## src/rtl/uart_pkg.sv

```systemverilog
// Shared types and sizing helpers for the UART transmit scheduler.
package uart_pkg;

   // Scheduler FSM states.
   typedef enum logic [2:0] {
      StIdle,
      StRecfg,
      StSettle,
      StStart,
      StWaitBusy,
      StWaitDone
   } state_t;

   // Baud select code driven to the baud generator.
   typedef logic [1:0] baudsel_t;

   localparam baudsel_t BAUD_INIT_DEF = 2'd1;

   // Settle counter width; covers settle counts up to 15.
   localparam int unsigned SETTLE_CW = 4;

   // Width of a counter that must hold values 0..maxval.
   function automatic int unsigned cnt_width(input int unsigned maxval);
      return (maxval < 2) ? 1 : $clog2(maxval + 1);
   endfunction

endpackage

```

## src/rtl/rr_arbiter.sv

```systemverilog
// Combinational round-robin arbiter: the first asserted request after 'last' wins.
module rr_arbiter #(
   parameter int unsigned N = 4
) (
   input  logic [N-1:0]         req,
   input  logic [$clog2(N)-1:0] last,
   output logic [N-1:0]         gnt,
   output logic [$clog2(N)-1:0] idx
);

   localparam int unsigned IW = $clog2(N);

   logic [IW-1:0] j;

   // Walk from lowest priority (last itself) to highest (last+1) so the nearest request
   // overwrites any earlier candidate.
   always_comb begin
      gnt = '0;
      idx = '0;
      j   = '0;
      for (int k = int'(N); k >= 1; k--) begin
         j = IW'((int'(last) + k) % int'(N));
         if (req[j]) begin
            gnt    = '0;
            gnt[j] = 1'b1;
            idx    = j;
         end
      end
   end

endmodule

```

## src/rtl/uart_tx_sched.sv

```systemverilog
// Shares one UART transmitter and baud generator among N requesters, retuning the baud
// rate per transfer and waiting for the generator to settle before starting the byte.
module uart_tx_sched
   import uart_pkg::*;
#(
   parameter int unsigned N         = 4,
   parameter int unsigned SETTLE    = 2,
   parameter int unsigned BUSY_TO   = 64,
   parameter baudsel_t    BAUD_INIT = BAUD_INIT_DEF
) (
   input  logic                 clk,
   input  logic                 rstb,
   input  logic [N-1:0]         req,
   input  logic [2*N-1:0]       req_baud,
   input  logic [8*N-1:0]       req_data,
   output logic [N-1:0]         gnt,
   output logic [1:0]           baudsel,
   output logic                 bg_clr,
   input  logic                 bclk,
   output logic                 tx_start,
   output logic [7:0]           tx_data,
   input  logic                 tx_busy,
   output logic [$clog2(N)-1:0] owner,
   output logic                 busy,
   output logic                 err
);

   localparam int unsigned IW  = $clog2(N);
   localparam int unsigned TOW = cnt_width(BUSY_TO);

   state_t                state_q, state_d;
   baudsel_t              baudsel_q, baudsel_d;
   baudsel_t              baud_q, baud_d;
   logic [IW-1:0]         last_q, last_d;
   logic [IW-1:0]         owner_q, owner_d;
   logic [7:0]            data_q, data_d;
   logic [SETTLE_CW-1:0]  settle_q, settle_d;
   logic [SETTLE_CW-1:0]  settle_inc;
   logic [TOW-1:0]        to_q, to_d;
   logic                  bclk_q;
   logic                  bclk_rise;
   logic [N-1:0]          gnt_q, gnt_d;
   logic                  tx_start_q, tx_start_d;
   logic                  bg_clr_q, bg_clr_d;
   logic                  err_q, err_d;

   logic [N-1:0]          arb_gnt;
   logic [IW-1:0]         arb_idx;
   logic                  arb_valid;
   baudsel_t              win_baud;
   logic [7:0]            win_data;

   rr_arbiter #(
      .N(N)
   ) u_arb (
      .req  (req),
      .last (last_q),
      .gnt  (arb_gnt),
      .idx  (arb_idx)
   );

   assign arb_valid  = |arb_gnt;
   assign win_baud   = req_baud[2*arb_idx +: 2];
   assign win_data   = req_data[8*arb_idx +: 8];
   assign bclk_rise  = bclk & ~bclk_q;
   assign settle_inc = settle_q + 1'b1;

   // Next-state and registered-output decode for the scheduler FSM.
   always_comb begin
      state_d    = state_q;
      baudsel_d  = baudsel_q;
      baud_d     = baud_q;
      last_d     = last_q;
      owner_d    = owner_q;
      data_d     = data_q;
      settle_d   = settle_q;
      to_d       = to_q;
      gnt_d      = '0;
      tx_start_d = 1'b0;
      bg_clr_d   = 1'b0;
      err_d      = 1'b0;
      unique case (state_q)
         StIdle: begin
            if (arb_valid) begin
               owner_d = arb_idx;
               data_d  = win_data;
               baud_d  = win_baud;
               state_d = (win_baud == baudsel_q) ? StStart : StRecfg;
            end
         end
         StRecfg: begin
            baudsel_d = baud_q;
            bg_clr_d  = 1'b1;
            settle_d  = '0;
            state_d   = StSettle;
         end
         StSettle: begin
            if (bclk_rise) begin
               settle_d = settle_inc;
               if (settle_inc == SETTLE_CW'(SETTLE)) begin
                  state_d = StStart;
               end
            end
         end
         StStart: begin
            // A requester that gave up while we retuned forfeits the slot; the pointer
            // stays put so it wins again if it comes back.
            if (req[owner_q]) begin
               tx_start_d     = 1'b1;
               gnt_d[owner_q] = 1'b1;
               last_d         = owner_q;
               to_d           = '0;
               state_d        = StWaitBusy;
            end else begin
               state_d = StIdle;
            end
         end
         StWaitBusy: begin
            if (tx_busy) begin
               state_d = StWaitDone;
            end else if (to_q == TOW'(BUSY_TO - 1)) begin
               err_d   = 1'b1;
               state_d = StIdle;
            end else begin
               to_d = to_q + 1'b1;
            end
         end
         StWaitDone: begin
            if (!tx_busy) begin
               state_d = StIdle;
            end
         end
         default: state_d = StIdle;
      endcase
   end

   // State, latch and pulse registers; reset is synchronous and active-high.
   always_ff @(posedge clk) begin
      if (rstb) begin
         state_q    <= StIdle;
         baudsel_q  <= BAUD_INIT;
         baud_q     <= BAUD_INIT;
         last_q     <= IW'(N - 1);
         owner_q    <= '0;
         data_q     <= '0;
         settle_q   <= '0;
         to_q       <= '0;
         bclk_q     <= 1'b0;
         gnt_q      <= '0;
         tx_start_q <= 1'b0;
         bg_clr_q   <= 1'b0;
         err_q      <= 1'b0;
      end else begin
         state_q    <= state_d;
         baudsel_q  <= baudsel_d;
         baud_q     <= baud_d;
         last_q     <= last_d;
         owner_q    <= owner_d;
         data_q     <= data_d;
         settle_q   <= settle_d;
         to_q       <= to_d;
         bclk_q     <= bclk;
         gnt_q      <= gnt_d;
         tx_start_q <= tx_start_d;
         bg_clr_q   <= bg_clr_d;
         err_q      <= err_d;
      end
   end

   assign gnt      = gnt_q;
   assign baudsel  = baudsel_q;
   assign bg_clr   = bg_clr_q;
   assign tx_start = tx_start_q;
   assign tx_data  = data_q;
   assign owner    = owner_q;
   assign busy     = (state_q != StIdle);
   assign err      = err_q;

endmodule

```

## config.mk

```make
export PLATFORM = sky130hd
export DESIGN_NAME = uart_tx_sched
export DESIGN_NICKNAME = d
export VERILOG_FILES = /design/src/rtl/uart_pkg.sv /design/src/rtl/rr_arbiter.sv /design/src/rtl/uart_tx_sched.sv
export SDC_FILE = /design/constraint.sdc
export NUM_CORES = 1
export LEC_CHECK = 0
export CAP_MARGIN = 20
export CORE_AREA = 4 4 75 77
export CTS_CLUSTER_DIAMETER = 60
export CTS_CLUSTER_SIZE = 40
export DETAILED_ROUTE_END_ITERATION = 10
export DIE_AREA = 0 0 79 81
export GPL_ROUTABILITY_DRIVEN = 0
export MAX_ROUTING_LAYER = met4
export PLACE_DENSITY = 0.79
export SLEW_MARGIN = 40
export SYNTH_ARGS = -nofsm -noshare
export SYNTH_HDL_FRONTEND = slang
export SYNTH_SLANG_ARGS = --single-unit
```

## constraint.sdc

```tcl
create_clock -name clk -period 3.2 [get_ports clk]
set_input_delay 0.32 -clock clk [delete_from_list [all_inputs] [get_ports clk]]
set_output_delay 0.32 -clock clk [all_outputs]
set_load 0.01 [all_outputs]
```

==> results of run 1 <==
[area by class of cell]
cell class,count,area [um2]
inverters,7,26.28
flip-flops and latches,38,760.7
multi-input cells,183,1375
clock inverters,3,40.04
repair buffers,77,745.7
clock buffers,5,68.82
well taps,70,87.58
fillers,445,1906
[kinds of logic (layout without fill, tap and decap cells)]
logic type,after synthesis,count (layout)
xor gates and xnor gates,6,6
DFF,38,38
AOI/OAI and AO/OA,31,31
muxes,51,51
buffers and inverters,24,92
and+or+nand+nor,87,87
adders and majority gates,8,8
[layer usage]
layer / GRT usage, % / vias to the layer above
met3: 1.774 / 5
met1: 22.45 / 926
met4: 6.529 / 0
met2: 29.71 / 38
met5: - / -
li1: - / 1005
[path summary, 6_finish.rpt]
path	endpoint	slack, ns	cells after the start
worst max-delay path	tx_data[5]	0.32	10
worst min-delay path	to_q[6]	0.44	2
worst max register to register	tx_data[5]	0.32	10
worst min register to register	to_q[6]	0.44	2
[report_power, final]
group / internal, W / total (W) / switching [W]
logic: 0.000464 / 0.000871 / 0.000407
registers: 0.000566 / 0.000663 / 0.0000972
clock network: 0.000229 / 0.000390 / 0.000160
total: 0.00126 / 0.00192 / 0.000664
[per-stage QoR]
| stage | utilization [%] | area [um2] | total power [W] | hold slack, ns |
|---|---|---|---|---|
| after global routing | 61.96 | 3104 | 0.002045 | 0.4608 |
| after detailed placement | 59.79 | 2995 | 0.001544 | 0.4328 |
| final | 61.96 | 3104 | 0.001923 | 0.4449 |
| after floorplan | - | 2252 | 0.001257 | 0.3989 |
| after global placement | 59.79 | 2995 | 0.001524 | 0.4209 |
| after CTS | 61.96 | 3104 | 0.001942 | 0.4431 |
[Yosys cell counts (2+ instances only)]
cell	number	area (um2)
xnor2_1	3	26.28
o21ai_0	6	30.03
nand2b_1	4	25.02
nand4_1	2	12.51
dfxtp_1	38	760.7
a211oi_1	3	22.52
nor2_1	30	112.6
a211o_1	4	35.03
xor2_1	3	26.28
and3_1	3	18.77
ha_1	8	100.1
nor3_1	6	30.03
o21ai_1	2	10.01
inv_1	5	18.77
nand3b_1	2	15.01
buf_2	2	10.01
o22ai_1	2	12.51
mux4_2	3	67.56
or3_1	3	18.77
nor2b_1	7	43.79
buf_6	2	22.52
nor4_1	5	31.28
inv_2	2	7.510
nand2_1	12	45.04
mux2_1	2	22.52
o31ai_1	2	15.01
a21oi_1	8	40.04
clkbuf_1	11	41.29
nand3_1	3	15.01
mux2i_1	45	450.4
[sequential cells by signal, summed over array words and instances (netlist names)]
name and flops:
to_q 7, tx_data 8, state_q 3, baudsel 2
bclk_q 1, err 1, baud_q 2, bg_clr 1
gnt 4, last_q 2, settle_q 4, owner 2
tx_start 1
[tightest hold or removal path, stage by stage, from the launching register on]
cell and delay [ns]:
dfxtp_1 0.32, inv_1 0.05, a311oi_1 0.04
==> results by stage, run 1 <==
Synth:
- The xor/xnor share of the synthesized area is 2.333%.
- The commonest register cell after synthesis is dfxtp_1.
- The post-synthesis share of cell area spent on full adders, half adders and majority gates is ~4.4%.
- The distinct cell type count of the synthesized netlist is 47.
- The Yosys step of the flow raised 0 warnings.
- The synthesized instance count is around 250.
- A synthesized cell averages just over 9 um2.
- The share of the Yosys chip area taken by registers is 33.78%.
- For this run, asynchronously set or reset flops after synthesis account for 0%.
- The main combinational cell family by area after synthesis is multiplexers.
- The simple logic cell fraction of the synthesized area is 19.89%.
- The complex-gate fraction of the synthesized area is under 10%.
- The multiplexer area fraction after synthesis is ~25%.
- The number of enable flip-flop cells after synthesis is 0.
- In this run the cell area of the synthesized design comes to between 2000 and 2500 um2.
- Synthesis produced a netlist with a net count of between 300 and 400.
- The synthesized design contains 38 register bits.

Drt:
- The number of design-rule violations left by the first detailed-router iteration is between 70 and 80.
- The routed wire length on met2 is 2771 um.
- In the final routed layout, each cell accounts on average for between 10 and 15 um.
- The via count is ~2000.
- The met3 wire length is between 150 and 200 um.
- The highest metal layer carrying signal wires in the routed design is met4.
- The iteration count of the initial detailed-routing pass is 4.
- The post-route met1 wirelength is between 2000 and 2500 um.
- The number of routed nets with antenna violations is 0.
- The sum of routed wire length over all layers is around 5400 um.
- For this run, design rule violations remaining after detail routing come to 0.
- The via count normalized by instance count is roughly 5.

Worst setup path:
- In this run the critical register-to-register path is launched from last_q[1].
- The biggest cell delay along the critical path is 0.57 ns.
- The endpoint class of the critical path is a flip-flop.
- At the worst endpoint, the required time is about 3.4 ns.
- Traced cell by cell, the critical path runs through inv_1 -> ha_1 -> mux4_2 -> inv_2 -> mux2_4 -> a221oi_2 -> and2b_1 -> buf_4 -> mux2i_1 -> nor2_1.
- The type of the worst setup path is flip-flop to flip-flop.
- The most critical setup path has its startpoint at last_q[1].
- In this design, the largest share of critical-path delay is due to multiplexers.
- The cell at the slowest stage of the critical path is dfxtp_1.
- The critical path data arrival time is roughly 3.1 ns.
- The buffering stage count on the worst path with inverters included is 3.
- Along the worst path, the maximum fanout reaches 11.
- The type of element launching the critical path is a flip-flop.

Global routing:
- Entering global routing, the biggest net connects 22 pins.
- The first-pass GRT wire length is slightly below 9000 um.
- The global route total overflow is 0.
- Global routing used between 10% and 20% of the available tracks.
- The number of antenna violations at the first check in global routing is 0.
- The number of global-route vias before repair came to between 1500 and 2000.

Floorplan:
- The floorplan has 26 rows.
- The die is approximately 79 um wide.
- The die is slightly above 80 um tall.
- For this configuration, the core starts out at a cell density of 44.96%.
- The total area inside the core boundary comes to roughly 5000 um2.
- The I/O pin count is a little under 70.
- The die area is around 6400 um2.

Clock network:
- The clock tree from TritonCTS is built.
- In this run the deepest clock path goes through 2 buffers.
- The later pin in the worst-skew pair is clocked with a latency of 0.29 ns.
- The number of H-tree levels is 2.
- CTS saw 38 sinks.
- The number of gates given a new drive strength after cts is 0.
- The number of setup buffers added after CTS is 0.
- For this design, the CTS-stage hold fixing added 0 buffers.
- After clock tree synthesis, the clock-pin slew on the worst setup and hold paths is roughly 0.080 ns.
- The clock buffer count from CTS is 5.
- The clock root buffer is clkbuf_8.

Final layout:
- The post-layout instance count excluding filler cells is 383.
- 0 antenna diodes ended up in the layout.
- The top cell types in the final layout, fill and taps aside, are 67 x clkdlybuf4s50_1, 45 x mux2i_1, 38 x dfxtp_1.
- The library cell used most frequently in the layout, excluding fill and tap cells, is clkdlybuf4s50_1.
- The post-route netlist has 9.265% of its cells at a drive strength greater than 1.
- The count of nets after finishing is around 370.
- The layout overhead on the synthesized area is 37.83%.

STA:
- The hold violation count in the final report came to 0.
- Dividing the final minimum period by the clock period gives around nine tenths.
- Setup total negative slack on the finished layout was measured at 0 ns.
- The worst pin sits at a relative slew slack of between 40% and 50%.
- The slew at the pin closest to its max-slew limit is 0.7558 ns.
- The number of max-slew violations in the final report is 0.
- Derived from the worst setup path, the maximum achievable clock frequency is ~350 MHz.
- Setup repair after global routing left no endpoint under its margin.
- After layout, the minimum clock period comes to approximately 2.9 ns.
- Setup violations remaining at the end of the flow were counted as 0.
- The setup slack of the critical path after layout is 0.3239 ns.
- Across the routed clock network, the largest skew measured is around 0.011 ns.

Hold path:
- In this run the worst hold path is classified as flip-flop to flip-flop.
- The startpoint of the most critical hold path is to_q[6].

Placed design:
- The number of placed instances with taps included is about 380.
- Detailed placement finished with a half-perimeter wire length of 4236 um.
- The number of input and output port buffers inserted is 67.
- The post-placement setup slack is 0.3165 ns.

Job:
- The max-cap violation count is 0.

Pwr:
- The peak ir drop on the vdd network is around 0.00034 V.
- For this design the ratio of total power to cell area is between 600 and 700 nW/um2.
- The reported leakage power is between 1 and 1.5 nW.

Outcome:
- The run finished with clean final reports.
Note: power is estimated with default switching activity, not from simulation.
==> inputs of run 2 (changes only) <==
--- a/config.mk
+++ b/config.mk
@@ -12,9 +12,11 @@
 export DETAILED_ROUTE_END_ITERATION = 10
 export DIE_AREA = 0 0 79 81
 export GPL_ROUTABILITY_DRIVEN = 0
+export GPL_TIMING_DRIVEN = 0
 export MAX_ROUTING_LAYER = met4
 export PLACE_DENSITY = 0.79
 export SLEW_MARGIN = 40
 export SYNTH_ARGS = -nofsm -noshare
 export SYNTH_HDL_FRONTEND = slang
 export SYNTH_SLANG_ARGS = --single-unit
+export TNS_END_PERCENT = 20
==> run 2 against run 1 <==
  * Critical endpoint is now tx_data[4]
  * Design area up 0.28%
  * First-iteration DRC count up 12%
  * Sequential power down 5.0%
  * Critical path depth up 2
  * Cell count up 1.6%
  * Total power up 2.0%
  * Register-to-register slack about the same
  * Clock skew down 0.0034 ns
  * Sequential share of layout area down 0.069 points
  * Critical path type unchanged
  * Worst hold slack worse by 0.0072 ns
==> results by stage, run 2 (same netlist as run 1, synthesis figures left out) <==
Worst setup path:
- On the critical path, the stage with the largest delay is an instance of dfxtp_1.
- The critical-path maximum fanout is 10.
- The critical path data arrival time is just over 3 ns.
- The worst setup path is captured at a flip-flop.
- The worst register-to-register path has a setup slack of 0.32 ns.
- The worst register-to-register path begins at last_q[1].
- STA classifies the critical path startpoint as a flip-flop.
- The capturing instance or port of the critical path is tx_data[4].
- The worst register-to-register path ends at tx_data[4].
- Walking the worst path, the cells encountered are clkbuf_2 -> inv_1 -> ha_1 -> mux4_2 -> inv_2 -> mux2_4 -> a221oi_2 -> and2b_1 -> buf_6 -> buf_12 -> mux2i_1 -> nor2_1.
- The launch point of the critical path is last_q[1].
- The required time of the critical path is between 3 and 4 ns.
- For the worst flop-to-flop path, the logic depth is 12.
- The biggest cell delay along the critical path is around 0.38 ns.
- The type of the worst setup path is flip-flop to flip-flop.

Final layout:
- Leaving out fill and tap cells, the most frequent cell in the layout is clkdlybuf4s50_1.
- The post-layout instance count excluding filler cells is roughly 400.
- Fill cells in the final layout number 442.
- The antenna diode count is 0.
- Compared with the post-synthesis result, the final layout area differs by 38.22%.
- The library cells used most frequently in the layout, excluding fill and tap cells, are 66 x clkdlybuf4s50_1, 45 x mux2i_1, 38 x dfxtp_1.
- The count of nets after finishing is around 370.
- The register with the most flip-flops in the layout has 8 of them.
- The proportion of layout cells with a drive suffix above 1 is just under 8%.

STA:
- For this run, the top clock speed supported by timing is 347.6 MHz.
- The share of the clock period used by the worst path is 89.89%.
- Across all hold checks on the routed design, the worst slack comes to between 0.4 and 0.5 ns.
- The clock arrives with just over 0.007 ns of skew.
- The number of setup violations in the final report is 0.
- The slew at the pin closest to its max-slew limit is roughly 0.54 ns.
- The number of max-slew violations in the final report is 0.
- For the final routed database, the setup TNS stands at 0 ns.
- The remaining max-slew budget at the tightest pin is between 60 and 70%.
- Once routing completed, OpenROAD measured the worst setup slack at roughly 0.32 ns.
- The post-route minimum period is about 2.9 ns.
- The hold violation count in the final report is 0.
- Setup repair after global routing left no endpoint under its margin.

Floorplan:
- During I/O placement, the number of pins put on the boundary was 68.
- The floorplan has 26 rows.
- For this configuration, the core starts out at a cell density of between 40% and 50%.
- The die covers ~6400 um2.
- The vertical die dimension is 81 um.
- The region available for standard cell placement spans about 5000 um2.
- The die is 79 um wide.

Job:
- The tool flagged a number of max-cap violations equal to 0.

Global routing:
- After global routing the overflow that remains totals 0.
- Global routing used 16.73% of the available tracks.
- The number of global-route vias before repair is between 1500 and 2000.
- The number of antenna violations at the first check in global routing is 0.
- The largest net degree at the start of global routing is 13.
- The first global-routing pass estimated approximately 8300 um of wire.

Pwr:
- The analysis attributes to net switching a power of approximately 0.00067 W.
- The power density relative to cell area is about 630 nW/um2.
- Registers are responsible for about a third of the overall power.
- The reported leakage power is 1.233 nW.
- Per report_power, the clock group accounts for 20.5% of the total.
- The peak ir drop on the vdd network is around 0.00036 V.
- The switching part of the total is 34.34%.
- Internal power comes to about 0.0013 W.
- The overall power after layout is 0.001962 W.
- The share of power burned in combinational logic is between 40 and 50%.

Clock network:
- The clock latency of the later-clocked register in the worst-skew pair is 0.30 ns.
- The H-tree was split into 2 levels.
- The clock tree from TritonCTS is built.
- In this run, CTS created clock tree buffers numbering 5.
- The number of setup buffers added after CTS is 0.
- The clock root buffer is clkbuf_8.
- The clock passes through at most 2 buffers.
- The clock slew seen by the registers of the worst setup and hold paths is roughly 0.080 ns.
- CTS saw 38 sinks.
- In this run, post-CTS repair resized a total of 0 instances.
- The number of hold buffers added after CTS was 0.

Drt:
- The pre-antenna-repair detailed-routing pass consisted of 4 iterations.
- Dividing the detail-routed via count by the number of cells gives slightly above 5.
- The via count is between 2000 and 2500.
- The number of design-rule violations left by the first detailed-router iteration is 83.
- The final routed DRC violation total is 0.
- The number of routed nets with antenna violations is 0.
- The wire length per cell after detailed routing is ~14 um.
- Summed over all layers, the routed wires come to 5300 um.

Placed design:
- The number of placed instances with taps included is 381.
- Before CTS, the worst setup slack after placement is around 0.18 ns.
- The final HPWL from detailed placement is between 4000 and 5000 um.
- The number of input and output port buffers inserted is 66.

Hold path:
- The worst hold-check path type is flip-flop to flip-flop.

Outcome:
- The run finished with clean final reports.
-- run 2: final cells by class --
type | count | area, um2 | area share, %
inverter | 7 | 26.28 | 0.8441
timing repair buffer | 66 | 660.6 | 21.22
sequential | 38 | 760.7 | 24.44
tap | 70 | 87.58 | 2.814
clock inverter | 3 | 40.04 | 1.286
buffer | 17 | 105.1 | 3.376
clock buffer | 5 | 68.82 | 2.211
multi-input combinational | 183 | 1364 | 43.81
-- run 2: stage by stage --
step	util, %	instance area (um2)
detailed placement	59.89	3000
CTS	62.06	3109
floorplan	-	2252
global route	62.14	3113
global placement	59.89	3000
finish	62.14	3113
-- run 2: worst min-delay path by stage --
stage,from,endpoint,slack [ns],cells after the start
after detailed placement,to_q[6],to_q[6],0.43,2
final,to_q[6],to_q[6],0.44,2
after global routing,to_q[6],to_q[6],0.46,2
after global placement,to_q[6],to_q[6],0.42,2
after floorplan,tx_busy,err,0.40,1
after CTS,to_q[6],to_q[6],0.44,2
-- run 2: metal layers --
metal | global-route usage, % | up-vias | share of wire, %
met2 | 26.68 | 47 | 50
met5 | - | - | 0
met3 | 2.772 | 11 | 3.8
met4 | 6.701 | 0 | 2.4
met1 | 21.22 | 924 | 44
li1 | - | 1021 | -
-- run 2: critical path, delay by kind of cell, from the launching register on --
| kind | cells | cell delay (ns) |
|---|---|---|
| multiplexers | 3 | 0.73 |
| buffers and inverters | 5 | 0.68 |
| flip-flops | 1 | 0.38 |
| adder cells (fa/ha/maj) | 1 | 0.37 |
| AND/OR/NAND/NOR | 2 | 0.25 |
| AO/OA/AOI/OAI | 1 | 0.35 |
-- run 2: power by group through the flow --
stage	sequential, W	combinational, W	clock, W
floorplan	0.000657	0.000600	0
global placement	0.000636	0.000917	0
detailed placement	0.000641	0.000933	0
CTS	0.000630	0.000936	0.000413
global route	0.000645	0.00102	0.000436
finish	0.000630	0.000931	0.000402
==> inputs of run 3 (changes only) <==
--- a/config.mk
+++ b/config.mk
@@ -6,11 +6,11 @@
 export NUM_CORES = 1
 export LEC_CHECK = 0
 export CAP_MARGIN = 20
-export CORE_AREA = 4 4 75 77
+export CORE_AREA = 2 2 73 75
 export CTS_CLUSTER_DIAMETER = 60
 export CTS_CLUSTER_SIZE = 40
 export DETAILED_ROUTE_END_ITERATION = 10
-export DIE_AREA = 0 0 79 81
+export DIE_AREA = 0 0 75 77
 export GPL_ROUTABILITY_DRIVEN = 0
 export GPL_TIMING_DRIVEN = 0
 export MAX_ROUTING_LAYER = met4
==> constraint.sdc (replaced) <==
create_clock -name clk -period 3.2 [get_ports clk]
set_input_delay 0.64 -clock clk [delete_from_list [all_inputs] [get_ports clk]]
set_output_delay 0.64 -clock clk [all_outputs]
set_load 0.01 [all_outputs]
==> run 3 against run 2 <==
  * First-iteration DRC count decreased by 48%
  * Fmax decreased by 1.3%
  * Sequential share of layout area increased by 0.13 points
  * Flip-flop and latch count unchanged
  * Clock power decreased by 16%
  * Critical path depth decreased by 3
  * Die area decreased by 9.8%
  * Register-to-register slack improved by 0.06 ns
  * Global-route usage increased by 2.7 points
  * Clock-buffer cell count increased by 1
  * Worst hold slack got worse by 0.0021 ns
  * Combinational power decreased by 0.5%
==> results by stage, run 3 (same netlist as run 1, synthesis figures left out) <==
Outcome:
- The flow ran to the end, and the final reports show no timing, DRC or antenna violations.

STA:
- After routing, the total negative slack on setup checks comes to 0 ns.
- The hold violation count in the final report was 0.
- Setup repair after global routing left no endpoint under its margin.
- The worst path meets setup with roughly 0.29 ns of slack.
- The share of the clock period used by the worst path is around nine tenths.
- The number of max-slew violations in the final report is 0.
- The maximum operating frequency is roughly 340 MHz.
- Setup violations remaining at the end of the flow were counted as 0.
- The slew at the pin closest to its max-slew limit is between 0.5 and 0.6 ns.
- The final worst clock skew is between 0.006 and 0.007 ns.
- Measured against its own limit, the worst slew margin works out to around 63%.
- The worst path needs between 2 and 3 ns of the cycle, external delays included.

Drt:
- The iteration count of the initial detailed-routing pass is 4.
- The via count is between 2000 and 2500.
- The final routed DRC violation total is 0.
- The sum of routed wire length over all layers is approximately 5300 um.
- The number of design-rule violations left by the first detailed-router iteration is 43.
- The number of routed nets with antenna violations is 0.
- After detailed routing, the average wire length per cell comes to approximately 14 um.
- Using the TritonRoute via totals, the vias-per-cell ratio works out to approximately 5.2.

Global routing:
- For this run the aggregate overflow at the end of global routing stands at 0.
- Entering global routing, the biggest net connects 13 pins.
- The global-route usage over all layers is 19.43%.
- The first-pass GRT wire length is ~8500 um.
- The number of antenna violations at the first check in global routing is 0.
- The number of global-route vias before repair is 1933.

Pwr:
- The peak ir drop on the vdd network is approximately 0.00034 V.
- The overall power after layout is between 0.0015 and 0.002 W.
- The power density relative to cell area is between 600 and 700 nW/um2.
- The reported leakage power is about 1.2 nW.

Final layout:
- Leaving out fill and tap cells, the most frequent cells in the layout are 66 x clkdlybuf4s50_1, 45 x mux2i_1, 38 x dfxtp_1.
- The number of fill cells is 452.
- Leaving out fill and tap cells, the most frequent cell in the layout is clkdlybuf4s50_1.
- The area of all placed cells without fillers is 3097 um2.
- The register with the most flip-flops in the layout has 8 of them.
- The post-route netlist has 7.837% of its cells at a drive strength greater than 1.
- The repair_antennas step left the layout with diodes totalling 0.
- The layout overhead on the synthesized area is 37.50%.
- The count of nets after finishing is approximately 370.
- For this run, the share of the core covered by cells in the final layout is approximately 62%.

Floorplan:
- The placement row count is 26.
- The initial core utilization is 45.25%.
- During I/O placement, the number of pins put on the boundary was between 60 and 70.
- The total area inside the core boundary comes to between 4000 and 5000 um2.
- From bottom edge to top edge, the die measures about 77 um.
- The die covers just under 6000 um2.
- The floorplan step set the die width to roughly 75 um.

Placed design:
- The final HPWL from detailed placement is between 4000 and 5000 um.
- At the placement stage, the worst setup path has a slack of -0.005640 ns.
- Once placement finished, the instance area stood at 3000 um2.
- During placement, the flow inserted port buffers numbering 66.

Worst setup path:
- The worst setup path is captured at a flip-flop.
- The critical-path maximum fanout is 10.
- The type of element launching the critical path is an input pin.
- The required time of the critical path is between 3 and 4 ns.
- The critical path is of the input pin to flip-flop type.
- For the worst setup path, the data arrival time is between 3 and 4 ns.

Clock network:
- The number of buffers added to fix hold violations after cts is 0.
- The clock latency of the later-clocked register in the worst-skew pair is 0.29 ns.
- The root buffer cell chosen for the clock tree is clkbuf_8.
- After clock tree synthesis, the clock-pin slew on the worst setup and hold paths is 0.08 ns.
- The CTS sink count is 38.
- TritonCTS built the clock tree.
- The clock buffer count from CTS is 5.
- The number of H-tree levels is 2.
- The maximum buffer depth of the clock tree is 2.

Hold path:
- The worst hold-check path type is flip-flop to flip-flop.

Job:
- The max-cap violation count is 0.
## run 3: changes by cell type in the layout (fill, tap and decap cells not counted), sizes merged
cell,previous run,this run
buf,5,6
bufinv,1,0
clkinv,2,1
clkinvlp,0,1
## run 3: power breakdown
part | internal (W) | switching, W
registers | 0.000565 | 0.0000659
clock network | 0.000173 | 0.000166
logic | 0.000492 | 0.000433
## run 3: worst paths after layout
check            start          to  slack, ns  depth (start not counted)
max             req[2]  tx_data[6]       0.29                          9
min            to_q[6]     to_q[6]       0.44                          2
max reg2reg  last_q[1]  tx_data[6]       0.38                         12
min reg2reg    to_q[6]     to_q[6]       0.44                          2
## run 3: critical path, cell delays in order
cell,delay (ns)
clkdlybuf4s50_1,0.53
mux4_2,0.54
mux2_4,0.32
a221oi_2,0.34
and2b_1,0.19
buf_6,0.12
buf_12,0.14
mux2i_1,0.19
nor2_1,0.06
## run 3: timing repair
| action | CTS | global route |
|---|---|---|
| gates resized for setup | 0 | 2 |
| buffers inserted | 0 | 0 |
| endpoints found under the setup margin | 0 | 2 |
## run 3: final cells by class
class                      count  area [um2]  share of cell area (%)
clock inverter                 2       12.51                  0.4040
clock buffer                   6       82.58                   2.667
multi-input combinational    183        1364                   44.04
inverter                       7       26.28                  0.8485
timing repair buffer          66       660.6                   21.33
sequential                    38       760.7                   24.57
tap                           70       87.58                   2.828
buffer                        17       102.6                   3.313
## run 3: metrics by stage
step,hold slack [ns],cells
floorplan,0.4090,245
global placement,0.4205,381
detailed placement,0.4257,381
CTS,0.4379,389
global route,0.4733,389
finish,0.4356,389
## run 3: layer usage
| layer | share of wire, % | routed length [um] | track usage [%] | up-vias |
|---|---|---|---|---|
| met2 | 51 | 2717 | 32.11 | 44 |
| met1 | 42 | 2218 | 22.45 | 932 |
| met5 | 0 | 0 | - | - |
| met3 | 3.7 | 197 | 3.548 | 17 |
| met4 | 3.2 | 172 | 8.571 | 0 |
| li1 | - | - | - | 1025 |
